$ cat src/rtl/mix_columns_unit.sv
// AES MixColumns / InvMixColumns over a full 128-bit state, one state per cycle.
// The transform is purely combinational; the result and its valid flag are registered.
module mix_columns_unit (
  input  logic         clock,
  input  logic         reset,
  input  logic         validIn,
  input  logic         inverse,
  input  logic [127:0] in,
  output logic         validOut,
  output logic [127:0] out
);

  // Handshake: validIn qualifies in/inverse at a rising edge; validOut is high for
  // exactly the cycle after acceptance. There is no ready; a state is accepted every cycle.

  logic [127:0] out_q, out_d;
  logic         valid_q, valid_d;
  logic [127:0] mixed;

  function automatic logic [7:0] xt(input logic [7:0] a);
    xt = {a[6:0], 1'b0} ^ (8'h1b & {8{a[7]}});
  endfunction

  function automatic logic [7:0] mul3(input logic [7:0] a);
    mul3 = xt(a) ^ a;
  endfunction

  function automatic logic [7:0] mul9(input logic [7:0] a);
    mul9 = xt(xt(xt(a))) ^ a;
  endfunction

  function automatic logic [7:0] mulb(input logic [7:0] a);
    mulb = xt(xt(xt(a))) ^ xt(a) ^ a;
  endfunction

  function automatic logic [7:0] muld(input logic [7:0] a);
    muld = xt(xt(xt(a))) ^ xt(xt(a)) ^ a;
  endfunction

  function automatic logic [7:0] mule(input logic [7:0] a);
    mule = xt(xt(xt(a))) ^ xt(xt(a)) ^ xt(a);
  endfunction

  // Column bytes a0..a3 sit MSB-first, row 0 in bits [31:24].
  function automatic logic [31:0] mix_col(input logic [31:0] col, input logic inv);
    logic [7:0] a0, a1, a2, a3;
    logic [7:0] b0, b1, b2, b3;
    a0 = col[31:24];
    a1 = col[23:16];
    a2 = col[15:8];
    a3 = col[7:0];
    if (inv) begin
      b0 = mule(a0) ^ mulb(a1) ^ muld(a2) ^ mul9(a3);
      b1 = mul9(a0) ^ mule(a1) ^ mulb(a2) ^ muld(a3);
      b2 = muld(a0) ^ mul9(a1) ^ mule(a2) ^ mulb(a3);
      b3 = mulb(a0) ^ muld(a1) ^ mul9(a2) ^ mule(a3);
    end else begin
      b0 = xt(a0) ^ mul3(a1) ^ a2 ^ a3;
      b1 = a0 ^ xt(a1) ^ mul3(a2) ^ a3;
      b2 = a0 ^ a1 ^ xt(a2) ^ mul3(a3);
      b3 = mul3(a0) ^ a1 ^ a2 ^ xt(a3);
    end
    mix_col = {b0, b1, b2, b3};
  endfunction

  always_comb begin
    mixed = '0;
    for (int c = 0; c < 4; c++) begin
      mixed[127-32*c -: 32] = mix_col(in[127-32*c -: 32], inverse);
    end
  end

  always_comb begin
    valid_d = validIn;
    out_d   = validIn ? mixed : out_q;
  end

  always_ff @(posedge clock) begin
    if (reset) begin
      out_q   <= '0;
      valid_q <= 1'b0;
    end else begin
      out_q   <= out_d;
      valid_q <= valid_d;
    end
  end

  assign out      = out_q;
  assign validOut = valid_q;

endmodule

$ cat config.mk
export PLATFORM = sky130hd
export DESIGN_NAME = mix_columns_unit
export DESIGN_NICKNAME = d
export VERILOG_FILES = /design/src/rtl/mix_columns_unit.sv
export SDC_FILE = /design/constraint.sdc
export NUM_CORES = 1
export LEC_CHECK = 0
export ABC_AREA = 0
export CAP_MARGIN = 40
export CORE_ASPECT_RATIO = 0.8
export CORE_MARGIN = 3
export CORE_UTILIZATION = 54
export CTS_CLUSTER_DIAMETER = 40
export DETAILED_ROUTE_END_ITERATION = 10
export PLACE_DENSITY = 0.89
export SYNTH_ARGS = -nofsm -noshare
export SYNTH_HDL_FRONTEND = slang
export SYNTH_SLANG_ARGS = --single-unit
export TNS_END_PERCENT = 30
$ cat constraint.sdc
create_clock -name clock -period 3.5 [get_ports clock]
set_input_delay 0.525 -clock clock [delete_from_list [all_inputs] [get_ports clock]]
set_output_delay 0.525 -clock clock [all_outputs]
set_load 0.03 [all_outputs]
# After elaboration in Yosys (flattened, before gate mapping)
# Cells that the tools add are included.
[totals]
ff_bits = 129
inputBits = 132
out_inout_bits = 129
elab_cells = 274
[op_classes]
muxes = 16
bitwise_logic = 256
[op_table]
columns = ["cell", "count"]
rows = [
  ["8-bit bitwise XOR", 208],
  ["8-bit by 5-bit bitwise XOR with 8-bit output", 48],
  ["8-bit two-way mux", 16],
]

# Depth between registers and ports, before layout
# Gate-level depths: netlist (run 1).
[depth]
ltp_word = 9
mapped_depth = 8
ltp_nobuf = 7

# Least setup slack after synthesis (run 1)
# OpenSTA, ideal clock, no wires.
[synth_timing]
path_kind = "input port to flip-flop"
startpoint = "in in[54]"
endpoint = "reg out_q[60], in the netlist out[60]"
setup_time_ns = 0.133
t_arrival_ns = 2.436
t_required_ns = 3.367
setup_slack_ns = 0.931
path_stages = 8
n_path_buf = 1
path_cell_list = "buf_4 -> xor2_1 -> xnor3_1 -> xnor2_4 -> mux2_2 -> a21o_1 -> nand3_1 -> a31oi_1"
[synth_via]
elab_chain_cells = 9
[synth_rtl]
columns = ["element", "line_no", "rtl"]
rows = [
  ["start, declared", "8", "input logic [127:0] in,"],
  ["8-bit by 5-bit bitwise XOR with 8-bit output (3 in a row)", "21", "xt = {a[6:0], 1'b0} ^ (8'h1b & {8{a[7]}});"],
  ["8-bit bitwise XOR (2 in a row)", "33", "mulb = xt(xt(xt(a))) ^ xt(a) ^ a;"],
  ["8-bit bitwise XOR (3 in a row)", "53", "b0 = mule(a0) ^ mulb(a1) ^ muld(a2) ^ mul9(a3);"],
  ["8-bit two-way mux", "52", "if (inv) begin"],
  ["end signal, assigned", "83", "out_q <= out_d;"],
  ["end, declared", "16", "logic [127:0] out_q, out_d;"],
]
# No other way between the ends.
# A chain may end at the register's enable or synchronous reset.

# Final worst setup path (run 1)
[layout_timing]
startpoint = "in in[46]"
endpoint = "reg out_q[60], in the netlist out[60]"
[layout_via]
elab_chain_cells = 8
[layout_rtl]
columns = ["element", "line_no", "rtl"]
rows = [
  ["8-bit by 5-bit bitwise XOR with 8-bit output * (2 in a row)", "21", ""],
  ["8-bit by 5-bit bitwise XOR with 8-bit output", "21", ""],
  ["8-bit bitwise XOR * (2 in a row)", "37", "muld = xt(xt(xt(a))) ^ xt(xt(a)) ^ a;"],
  ["8-bit bitwise XOR * (2 in a row)", "53", ""],
  ["8-bit two-way mux *", "52", ""],
]
# Every way passes the cells marked *; elsewhere a longest branch is shown, timed or not.

==> flow_summary.json, run 1 <==
{
  "post_drt_via_cell_ratio": 5.44,
  "globalplace.congestion": 0.974,
  "final.setup.worst_slack_ps": 456,
  "stdcell_count": 2108,
  "holdCritPathClass": "register to register",
  "chipWidth_um": 186,
  "yosys_warnings": 0,
  "ant_nets": 0,
  "cts_tree": "done",
  "antenna_cells": 0,
  "slew_headroom": 0.370,
  "cp-startpoint": "in[46]",
  "met1_usage": 0.415,
  "grtUsageTotal": 0.302,
  "synth_top_area_frac": 0.408,
  "rows": 51,
  "cts_resized": 0,
  "whs_path_depth": 2,
  "synth_top_cell_by_area": "xnor2_1",
  "globalRouteOverflowTotal": 0,
  "use_met3": 0.0457,
  "grt.busiest_layer": "met2",
  "synth-main-ff-cell": "dfxtp_1",
  "grt_pass1_vias": 11600,
  "intPower_mw": 5.61,
  "max_freq_mhz": 329,
  "start_util": 0.561,
  "async_reset_ff_frac": 0,
  "die_h_um": 150,
  "netlist_top_cells_area": "xnor2_1, dfxtp_1, xor2_1",
  "drc": 0,
  "wire_per_inst_um": 20.1,
  "r2r_cells": 2,
  "worst_ep_arrival_time_ps": 3400,
  "drv_cap": 0,
  "worst_slew_pin_slew_ps": 939,
  "grt_pass1_wl_um": 65400,
  "syn-num-nets": 1699,
  "seq_area_frac_synth": 0.185,
  "finalHoldViolations": 0,
  "mappedNetlistArea_mm2": 0.0139,
  "fin_setup_tns_ps": 0,
  "grt_max_degree": 108,
  "worstSetupPathType": "primary input to register",
  "synth_edf_count": 0,
  "required_ps": 3860,
  "drive_gt1_frac": 0.0682,
  "nNetsFinal": 1909,
  "htreeDepth": 4,
  "cts_setup_buffers": 0,
  "switching_share": 0.415,
  "met2_usage": 0.495,
  "numClockSinks": 129,
  "p_leak_nw": 6.40,
  "io_buffers": 260,
  "mostFrequentLayoutCells": "xnor2_1, clkdlybuf4s50_1, xor2_1",
  "cp_max_fo": 6,
  "p_sw_mw": 3.98,
  "clockPowerShare": 0.194,
  "area_growth_pct": 25.5,
  "clk_latency_ps": 420,
  "peakVddDrop_v": 0.000356,
  "finClkSkew_ps": 0,
  "hold_start": "out[52]",
  "worstSetupStartpointType": "primary input",
  "cts-buffers-inserted": 17,
  "syn_inst": 1567,
  "hpwl_um": 32600,
  "antenna_found_initial": 0,
  "dp.cells": 2076,
  "synth_seq_cells": 129,
  "layout_min_cycle_time_ps": 3040,
  "fin_crit_sh": 0.870,
  "seqPwrFrac": 0.197,
  "finalSetupViolCount": 0,
  "syn_area_per_cell_um2": 8.89,
  "hold_buffers": 0,
  "drv_slew": 0,
  "fill_cells": 1850,
  "synth_cell_types": 45,
  "pin_count": 261,
  "rr_startpoint": "out[66]",
  "vias": 11500,
  "drtIter0Drc": 1036,
  "clk_path_buf_depth": 2,
  "cts-root-buf": "clkbuf_16",
  "p_comb_frac": 0.609,
  "end_kind": "register",
  "dieArea_mm2": 0.0278,
  "status": "complete, no violations",
  "core-area_mm2": 0.0248,
  "drt-total-wl_um": 42400,
  "powerDensity_mw_per_mm2": 549,
  "layout_commonest_cell": "xnor2_1",
  "clk_pin_slew_ps": 70,
  "grt_setup_unrepaired": "false",
  "first_pass_iters": 5,
  "dpl_worst_slack_ps": 143
}
registers in the layout, indices dropped and copies added, names as in the netlist:
signal and flops:
out 128, validOut 1
path summary, 6_finish.rpt:
kind,slack (ps),end
setup / recovery,460,out[60]
hold / removal,470,out[52]
setup reg to reg,2650,out[66]
hold reg to reg,470,out[52]
critical path, cell delays in order:
cell and delay (ps):
clkdlybuf4s50_1 740, xor2_1 380, xnor3_1 530, xnor2_1 240, or2_1 270, a2111oi_0 440, a311oi_1 100, a31oi_1 170
area by class of cell:
cell class	count	area [um^2]	share of cell area
clock inverter	14	156	0.00895
inverter	7	26.3	0.00150
multi-input combinational	1293	10700	0.614
timing repair buffer	329	3150	0.180
sequential	129	2580	0.148
tap	318	398	0.0228
clock buffer	18	429	0.0246
logic make-up (layout without fill, tap and decap cells):
kind of cell	after synthesis	after routing	share of synthesized area
xor gates and xnor gates	884	884	0.615
and+or+nand+nor	241	241	0.0692
AOI/OAI and AO/OA	157	157	0.0787
buffers and inverters	145	368	0.0435
DFF	129	129	0.185
muxes	11	11	0.00800
per-layer routing:
metal | share of wire | up-vias
met5 | 0 | -
met4 | 0.023 | 0
met3 | 0.081 | 67
met2 | 0.46 | 528
met1 | 0.43 | 5464
li1 | - | 5410
power by group through the flow:
stage	sequential (mW)	clock [mW]	combinational (mW)
4_1_cts	1.89	1.87	5.83
3_5_place_dp	1.92	0	5.76
6_report	1.89	1.86	5.84
5_1_grt	1.92	1.93	6.23
3_3_place_gp	1.92	0	5.65
2_1_floorplan	2.40	0	3.75
metrics by stage:
step	utilization	power (mW)	cell area [um^2]	hold WS, ps
2_1_floorplan	-	6.15	13900	573
3_3_place_gp	0.679	7.57	16900	437
3_5_place_dp	0.680	7.68	16900	452
4_1_cts	0.704	9.59	17500	469
5_1_grt	0.704	10.1	17500	498
6_report	0.704	9.59	17500	469
cells in the mapped netlist (2+ instances only):
master and count:
xnor2_1 649, xor2_1 172, nor2_1 140, dfxtp_1 129, a211oi_1 101, clkbuf_1 92, nand2_1 70, xnor3_1 40
buf_2 32, o21ai_0 20, nor3_1 16, a21oi_1 15, mux2i_1 10, xnor2_2 10, xor3_1 8, buf_1 7
inv_1 6, a22oi_1 5, buf_4 5, nand2b_1 5, a311oi_1 3, o22ai_1 3, a31oi_1 2, and2_1 2
clkbuf_2 2, nand3_1 2, or2_2 2, xnor2_4 2
Power figures use the tool's default switching activity.
==> inputs of run 2 (changes only) <==
Settings changed: TNS_END_PERCENT 30 to default.
==> results of run 2 <==
No change in the layout: final DEF, timing and power equal those of run 1.
